===== config.mk =====
export PLATFORM = sky130hd
export DESIGN_NAME = gear_corrector
export DESIGN_NICKNAME = d
export VERILOG_FILES = /design/src/rtl/gear_pkg.sv /design/src/rtl/gear_slice_adder.sv /design/src/rtl/gear_corrector.sv
export SDC_FILE = /design/constraint.sdc
export NUM_CORES = 1
export LEC_CHECK = 0
export CORE_MARGIN = 1
export CORE_UTILIZATION = 30
export CTS_BUF_LIST = sky130_fd_sc_hd__clkbuf_8
export DETAILED_ROUTE_END_ITERATION = 8
export GPL_ROUTABILITY_DRIVEN = 1
export RECOVER_POWER = 25
export SETUP_SLACK_MARGIN = 0.4
export SLEW_MARGIN = 20
export SYNTH_ARGS = -nofsm -noshare
export SYNTH_HDL_FRONTEND = slang
export SYNTH_SLANG_ARGS = --single-unit

===== constraint.sdc =====
create_clock -name i_clk -period 5.1 [get_ports i_clk]
set_input_delay 1.02 -clock i_clk [delete_from_list [all_inputs] [get_ports i_clk]]
set_output_delay 1.02 -clock i_clk [all_outputs]
set_load 0.005 [all_outputs]

===== src/rtl/gear_pkg.sv =====
// Shared types and helpers for the GeAr approximate adder with serial correction.
package gear_pkg;

   typedef enum logic [1:0] {
      IDLE = 2'd0,
      CORR = 2'd1,
      DONE = 2'd2
   } gear_state_t;

   // Number of sub-adders: one full-width low adder plus one per R-bit upper slice.
   function automatic int gear_k(input int n, input int r, input int p);
      if (r < 1) return 1;
      return 1 + (n - (r + p)) / r;
   endfunction

endpackage


===== src/rtl/gear_slice_adder.sv =====
// Combinational W-bit adder with carry-in and carry-out, used for one correction slice.
module gear_slice_adder #(
   parameter int W = 8
) (
   input  logic [W-1:0] a,
   input  logic [W-1:0] b,
   input  logic         ci,
   output logic [W-1:0] s,
   output logic         co
);

   logic [W:0] full;

   assign full = {1'b0, a} + {1'b0, b} + {{W{1'b0}}, ci};
   assign s    = full[W-1:0];
   assign co   = full[W];

endmodule


===== src/rtl/gear_corrector.sv =====
// GeAr approximate adder: speculative sum at acceptance, then optional
// slice-by-slice exact correction with a per-slice error mask.
module gear_corrector
   import gear_pkg::*;
#(
   parameter int N = 32,
   parameter int R = 8,
   parameter int P = 8
) (
   input  logic                      i_clk,
   input  logic                      i_rstn,
   input  logic [N-1:0]              i_a,
   input  logic [N-1:0]              i_b,
   input  logic                      i_exact,
   input  logic                      i_valid,
   output logic                      o_ready,
   output logic                      o_valid,
   input  logic                      i_ready,
   output logic [N-1:0]              o_sum,
   output logic [gear_k(N,R,P)-1:0]  o_err_mask,
   output logic                      o_err
);

   localparam int L  = R + P;
   localparam int K  = gear_k(N, R, P);
   localparam int CW = $clog2(K + 1);

   if (N < L || R < 1 || P < 0 || ((N - L) % R) != 0) begin : g_bad_params
      $error("gear_corrector: illegal N/R/P combination");
   end

   // Handshake: operands are taken on i_valid & o_ready (IDLE only); the result
   // is held on o_valid in DONE until i_ready, and nothing is accepted that cycle.
   gear_state_t     state_q;
   logic [CW-1:0]   cnt_q;
   logic [N-1:0]    a_q;
   logic [N-1:0]    b_q;
   logic            carry_q;
   logic [N-1:0]    sum_q;
   logic [K-1:0]    mask_q;

   logic [N-1:0]    approx;
   logic [L:0]      low_sum;

   assign low_sum        = {1'b0, i_a[L-1:0]} + {1'b0, i_b[L-1:0]};
   assign approx[L-1:0]  = low_sum[L-1:0];

   // Each upper sub-adder sees P lower bits of prediction and keeps only its top R bits.
   for (genvar j = 1; j < K; j++) begin : g_spec
      logic [L-1:0] s;
      assign s                  = i_a[j*R +: L] + i_b[j*R +: L];
      assign approx[P+j*R +: R] = s[L-1:P];
   end

   logic [R-1:0] sl_a;
   logic [R-1:0] sl_b;
   logic [R-1:0] sl_old;
   logic [R-1:0] sl_s;
   logic         sl_co;

   always_comb begin
      sl_a   = '0;
      sl_b   = '0;
      sl_old = '0;
      for (int j = 1; j < K; j++) begin
         if (cnt_q == CW'(j)) begin
            sl_a   = a_q[P+j*R +: R];
            sl_b   = b_q[P+j*R +: R];
            sl_old = sum_q[P+j*R +: R];
         end
      end
   end

   gear_slice_adder #(.W(R)) u_slice (
      .a  (sl_a),
      .b  (sl_b),
      .ci (carry_q),
      .s  (sl_s),
      .co (sl_co)
   );

   always_ff @(posedge i_clk) begin
      if (!i_rstn) begin
         state_q <= IDLE;
         cnt_q   <= '0;
         a_q     <= '0;
         b_q     <= '0;
         carry_q <= 1'b0;
         sum_q   <= '0;
         mask_q  <= '0;
      end else begin
         case (state_q)
            IDLE: begin
               if (i_valid) begin
                  a_q     <= i_a;
                  b_q     <= i_b;
                  sum_q   <= approx;
                  carry_q <= low_sum[L];
                  mask_q  <= '0;
                  cnt_q   <= CW'(1);
                  state_q <= (i_exact && (K > 1)) ? CORR : DONE;
               end
            end
            CORR: begin
               for (int j = 1; j < K; j++) begin
                  if (cnt_q == CW'(j)) begin
                     sum_q[P+j*R +: R] <= sl_s;
                     mask_q[j]         <= (sl_s != sl_old);
                  end
               end
               carry_q <= sl_co;
               if (cnt_q == CW'(K - 1)) state_q <= DONE;
               else                     cnt_q   <= cnt_q + 1'b1;
            end
            DONE: begin
               if (i_ready) state_q <= IDLE;
            end
            default: state_q <= IDLE;
         endcase
      end
   end

   assign o_ready    = (state_q == IDLE);
   assign o_valid    = (state_q == DONE);
   assign o_sum      = sum_q;
   assign o_err_mask = mask_q;
   assign o_err      = |mask_q;

endmodule


Yosys cells after proc, flatten, opt, wreduce, memory -nomap -nowiden

Index checks and enable logic that the tools add are counted.
W data, S select, Z words.

Flip-flop bits (word level): 103
Word-level logic and storage cells: 59

Reduce and logical (&&, ||, !) cells: 9
Mux-type cells: 24
Add/sub/neg operators: 6
Equality and inequality tests: 10

Operators with widths:

| cell                  | count |
|---|---|
| $mux W8               | 8 |
| $add A16 B16 Y16      | 2 |
| $mux W32              | 1 |
| $pmux W16 S2          | 1 |
| $add A16 B16 Y17      | 1 |
| $mux W2               | 6 |
| $reduce_and A3 Y1     | 4 |
| $add A8 B8 Y9         | 1 |
| $add A9 B1 Y9         | 1 |
| $ne A2 B2 Y1 const B  | 4 |
| $ne A8 B8 Y1          | 1 |
| $pmux W2 S2           | 2 |
| $pmux W2 S3           | 1 |
| $eq A2 B1 Y1 const B  | 2 |
| $eq A2 B2 Y1 const B  | 2 |
| $reduce_and A2 Y1     | 2 |
| $mux W1               | 3 |
| $mux W3               | 1 |
| $add A2 B1 Y2 const B | 1 |
| $logic_not A2 Y1      | 1 |
| $ne A2 B1 Y1 const B  | 1 |
| $pmux W1 S2           | 1 |
| $reduce_bool A2 Y1    | 1 |
| $reduce_or A2 Y1      | 1 |

Depth between registers and ports, before layout

Depth in word-level cells: 8
Gate-level depth with buffers: 18
Depth with buffers taken out: 14

Modules after synthesis

A second synthesis with hierarchy kept.

Cell total of the unflattened synthesis: 685
Area total of the unflattened synthesis: 5250.0 um^2

By module, submodules not included:

| module           | cells each | times used | area each (um^2) | sequential area each (um^2) |
|---|---|---|---|---|
| gear_corrector   | 647        | 1          | 4937.2           | 1421.4 |
| gear_slice_adder | 38         | 1          | 312.8            | 0.0 |

Least setup slack after synthesis

No wires, ideal clock.

Kind: register to register
Start: register cnt_q[0]
End: register mask_q[1], in the netlist o_err_mask[1]
Path slack: 1.448 ns
Data required time: 4.983 ns
Cell stages (with the launch flop): 18
Setup time: 0.117 ns
Arrival time: 3.535 ns
Buffers on the path: 4
Period minus slack after synthesis: 3.652 ns
Cells stage by stage: dfxtp_1 > inv_1 > ha_1 > buf_2 > buf_2 > clkbuf_1 > clkbuf_1 > o21ai_0 > fa_1 > inv_1 > fa_1 > nor2b_4 > o31a_1 > o31a_1 > nor3_2 > xnor2_1 > a41oi_2 > a32o_2

Word-level cells in the longest chain between the ends: 8

Ends and longest elaborated chain:

| item                          | RTL line                                    | text |
|---|---|---|
| start, declared               | gear_corrector.sv:35                        | `logic [CW-1:0] cnt_q;` |
| start signal, assigned        | gear_corrector.sv:113                       | `else cnt_q <= cnt_q + 1'b1;` |
| $eq A2 B1 Y1                  | gear_corrector.sv:66, gear_corrector.sv:106 |  |
| $mux W8 (2 in a row)          | gear_corrector.sv:66                        | `if (cnt_q == CW'(j)) begin` |
| $add A8 B8 Y9                 | gear_slice_adder.sv:14                      | `assign full = {1'b0, a} + {1'b0, b} + {{W{1'b0}}, ci};` |
| $add A9 B1 Y9                 | gear_slice_adder.sv:14                      |  |
| $ne A8 B8 Y1                  | gear_corrector.sv:108                       | `mask_q[j] <= (sl_s != sl_old);` |
| $mux W1                       | gear_corrector.sv:106                       | `if (cnt_q == CW'(j)) begin` |
| $pmux W2 S2                   | gear_corrector.sv:92                        | `case (state_q)` |
| end signal, assigned by index | gear_corrector.sv:108                       |  |
| end, declared                 | gear_corrector.sv:40                        | `logic [K-1:0] mask_q;` |

Parallel ways exist; a longest one is shown, timed or not. The select of a mux whose other input is x is not followed.
A chain may end at the register's enable or synchronous reset.

Final worst setup path

Start: register cnt_q[1]
End: register mask_q[1], in the netlist o_err_mask[1]

Same word-level chain as after synthesis.

==> impl_results.rst <==
.. list-table::
   :header-rows: 1

   * - Metric
     - Value
   * - Die Height
     - 129 µm
   * - Average via count per standard cell
     - between 5 and 6
   * - Finish-stage setup viols
     - 0
   * - Effective utilization at floorplan
     - 0.306
   * - Maximum clock insertion buffer count
     - 2
   * - Data arrival time of the critical path
     - ~3.7 ns
   * - DRC
     - 1
   * - Final weighted congestion in routability-driven placement
     - about 0.88
   * - Worst hold path startpoint
     - o_sum[10]
   * - GRT Residual Overflow
     - 0
   * - Final hold vios
     - 0
   * - Via count of the routed design
     - between 4000 and 5000
   * - EDFF count, synth
     - 0
   * - Tightest slew margin relative to the limit
     - 0.483
   * - Clock-pin slew on the worst setup and hold paths
     - 0.08 ns
   * - Main flop type after synthesis
     - sky130_fd_sc_hd__dfxtp_1
   * - Worst hold path class
     - register to register
   * - Pin count of the biggest net entering global routing
     - 51
   * - Max Clk Rate
     - around 290 MHz
   * - HPWL after detailed placement
     - 11000 µm
   * - First DRT Iteration DRCs
     - a little under 300
   * - Ratio of total power to cell area
     - 256 nW/µm²
   * - Net count, final
     - between 800 and 900
   * - Period Utilization, post-route
     - 0.674
   * - FF+latch count, synth
     - 71
   * - Detailed-route wire length
     - 14400 µm
   * - Total routing resource utilization after global routing
     - 0.180
   * - Worst clock skew
     - around 0.013 ns
   * - Antenna violations before repair
     - 0
   * - Sum of internal, switching and leakage power
     - ~1.6 mW
   * - Crit Path Category
     - register to register
   * - Mean routed wirelength per cell
     - between 15 and 20 µm
   * - Clock root buffer
     - sky130_fd_sc_hd__clkbuf_8
   * - Detail Route Antenna Nets
     - 0
   * - Worst Hold Endpoint
     - o_sum[10]
   * - Number of optimization iterations in the first detailed-route pass
     - 6
   * - Category of the worst setup path capture point
     - register
   * - Number of antenna cells inserted
     - 0
   * - Actual transition at the worst max-transition pin
     - approximately 0.77 ns
   * - Leakage dissipation
     - about 2.5 nW
   * - Port Buf Inserts
     - 105
   * - Maximum level of the CTS H-tree
     - 3
   * - Start of the worst register-to-register path
     - cnt_q[1]
   * - Critical Path, Cell by Cell
     - inv_1 -> ha_1 -> buf_4 -> nand2_1 -> o21ai_0 -> ha_1 -> nor2b_4 -> o31a_1 -> o31a_1 -> nor3_2 -> xnor2_1 -> a41oi_2 -> a32o_2
   * - TritonCTS Buffers
     - 9
   * - Element type at the critical path start
     - register
   * - Via count of the first global-routing pass
     - between 4000 and 5000
   * - Non-Filler Instances
     - roughly 950
   * - Synthesized Nets
     - about 760
   * - Post-synth cell types
     - between 60 and 70
   * - Tightest hold margin
     - 0.454 ns
   * - Reg2Reg Depth
     - 13
   * - Async set-reset flop share out of synthesis
     - 0
   * - Critical path peak fanout
     - 15
   * - R2R Setup Slk
     - approximately 1.7 ns
   * - Number of placed cells counting well taps
     - 939
   * - Placeable Area
     - 15800 µm²
   * - Ys Warns
     - 0
   * - Minimum clock period after layout
     - around 3.4 ns
   * - Final TNS setup
     - 0 ns
   * - Max-slew violations
     - 0
   * - Outcome
     - complete, but fails checks
   * - Cell with the biggest individual delay on the critical path
     - sky130_fd_sc_hd__ha_1
   * - PostCTS Resize Cnt
     - 0
   * - # rows
     - between 40 and 50
   * - Die Footprint
     - around 17000 µm²
   * - R2R Path End
     - o_err_mask[1]
   * - Die X-Extent
     - roughly 130 µm
   * - Violated checks
     - DRC
   * - CTS tree
     - done
   * - Growth of design area from synthesis to finish
     - 29.8%
   * - Setup repair after global routing missed its margin
     - false
   * - Max VDD drop
     - approximately 0.11 mV
   * - Max-cap viol count
     - 0
   * - Crit path launch
     - cnt_q[1]
   * - Synthesized area per cell
     - about 7.5 µm²
   * - Post-CTS Setup Bufs
     - 0
   * - Data required time at the worst endpoint
     - around 5.4 ns
   * - Sequential-to-total area share from yosys stat
     - 0.294
   * - Cell type group with the largest total delay on the critical path
     - compound AO/OA/AOI/OAI gates
   * - Number of ports placed on the die boundary
     - 107
   * - Synthesized instance count
     - between 600 and 700
   * - Wire length of the first global-routing pass
     - around 23000 µm
   * - Combined buffer and inverter count along the critical path
     - 2
   * - Ratio of cells with drive above 1 in the final layout
     - 0.0570
   * - Cell area after synthesis
     - around 4800 µm²
   * - Clock latency on the worst-skew pair
     - approximately 0.37 ns
   * - Sink count of the clock tree
     - 71
   * - Number of hold buffers added after cts
     - 0
   * - Delay of the slowest cell on the worst path
     - 0.55 ns
   * - Worst hold path stage count
     - 2
   * - Utilization after layout
     - 0.397
-- cells in the final DEF (no fill, tap or decap), drive strengths merged, types with 7 or more instances in the layout --
master         netlist  final
xor2                15     15
nand3               10     10
xnor2               15     15
and3                 7      7
o21ai               60     60
a31oi               17     17
nor2                27     27
nor3                14     14
clkdlybuf4s50        0     78
nand2              154    154
a21oi               67     67
ha                  40     40
buf                 11      8
dfxtp               71     71
dlygate4sd3          0     27
a21o                10     10
clkbuf              24      9
o21a                 9      9
inv                 17     17
-- logic make-up after synthesis --
group                    count (synthesis)  share of synthesized area
AND/OR/NAND/NOR                        244                      0.221
AO/OA/AOI/OAI                          199                      0.260
flip-flops                              71                      0.294
buffers and inverters                   52                     0.0437
adder cells (fa/ha/maj)                 43                      0.116
XOR/XNOR                                30                     0.0543
multiplexers                             5                     0.0106
other                                    1                   0.000775
-- cells in the mapped netlist, drive strengths merged (5+ instances only) --
cell / instances / area (µm²)
a211oi: 5 / 37.5
a21o: 10 / 75.1
a21oi: 67 / 339
a31oi: 17 / 106
and3: 7 / 43.8
buf: 11 / 57.6
clkbuf: 24 / 90.1
dfxtp: 71 / 1420
ha: 40 / 500
inv: 17 / 63.8
nand2: 154 / 578
nand2b: 5 / 31.3
nand3: 10 / 50.1
nor2: 27 / 101
nor2b: 5 / 38.8
nor3: 14 / 75.1
o21a: 9 / 67.6
o21ai: 60 / 312
or3: 5 / 31.3
xnor2: 15 / 131
xor2: 15 / 131
-- worst max-delay path by stage --
| stage | slack [ns] | cells after the start | to |
|---|---|---|---|
| 6_report | 1.66 | 13 | o_err_mask[1] |
| 5_1_grt | 1.47 | 13 | o_sum[31] |
| 4_1_cts | 1.66 | 13 | o_err_mask[1] |
| 3_5_place_dp | 1.57 | 9 | o_sum[31] |
| 3_3_place_gp | 1.58 | 9 | o_sum[31] |
| 2_1_floorplan | 1.45 | 17 | o_err_mask[1] |
-- report_power, final --
group	total [mW]	switching, mW	internal [mW]
Clock	0.487	0.219	0.267
Combinational	0.486	0.256	0.230
Sequential	0.633	0.0314	0.601
Total	1.61	0.507	1.10
-- layer usage --
metal	track usage	wire, µm	up-vias
li1	-	-	2441
met1	0.233	6620	2194
met2	0.293	6610	121
met3	0.0424	939	14
met4	0.0651	216	0
met5	0	0	-
-- metrics by stage --
step,cell area (µm²),setup slack (ns)
after global routing,6280,1.47
after global placement,6080,1.58
after CTS,6280,1.66
final,6280,1.66
after floorplan,4840,1.45
after detailed placement,6080,1.57
-- state kept, by name, summed over array words and instances (netlist names) --
register,flops
a_q,16
b_q,16
carry_q,1
cnt_q,2
o_err_mask,2
o_sum,32
state_q,2
-- tightest hold or removal path, stage by stage, from the launching register on --
cell and delay [ns]:
sky130_fd_sc_hd__dfxtp_1 0.31, sky130_fd_sc_hd__nand3_1 0.06, sky130_fd_sc_hd__o21ai_1 0.05
-- layout make-up --
type	count	area, µm²
inverter	17	63.8
clock inverter	5	75.1
multi-input combinational	522	3210
timing repair buffer	113	1110
fill	1645	9550
clock buffer	9	124
sequential	71	1420
tap	216	270
Power figures use the tool's default switching activity.
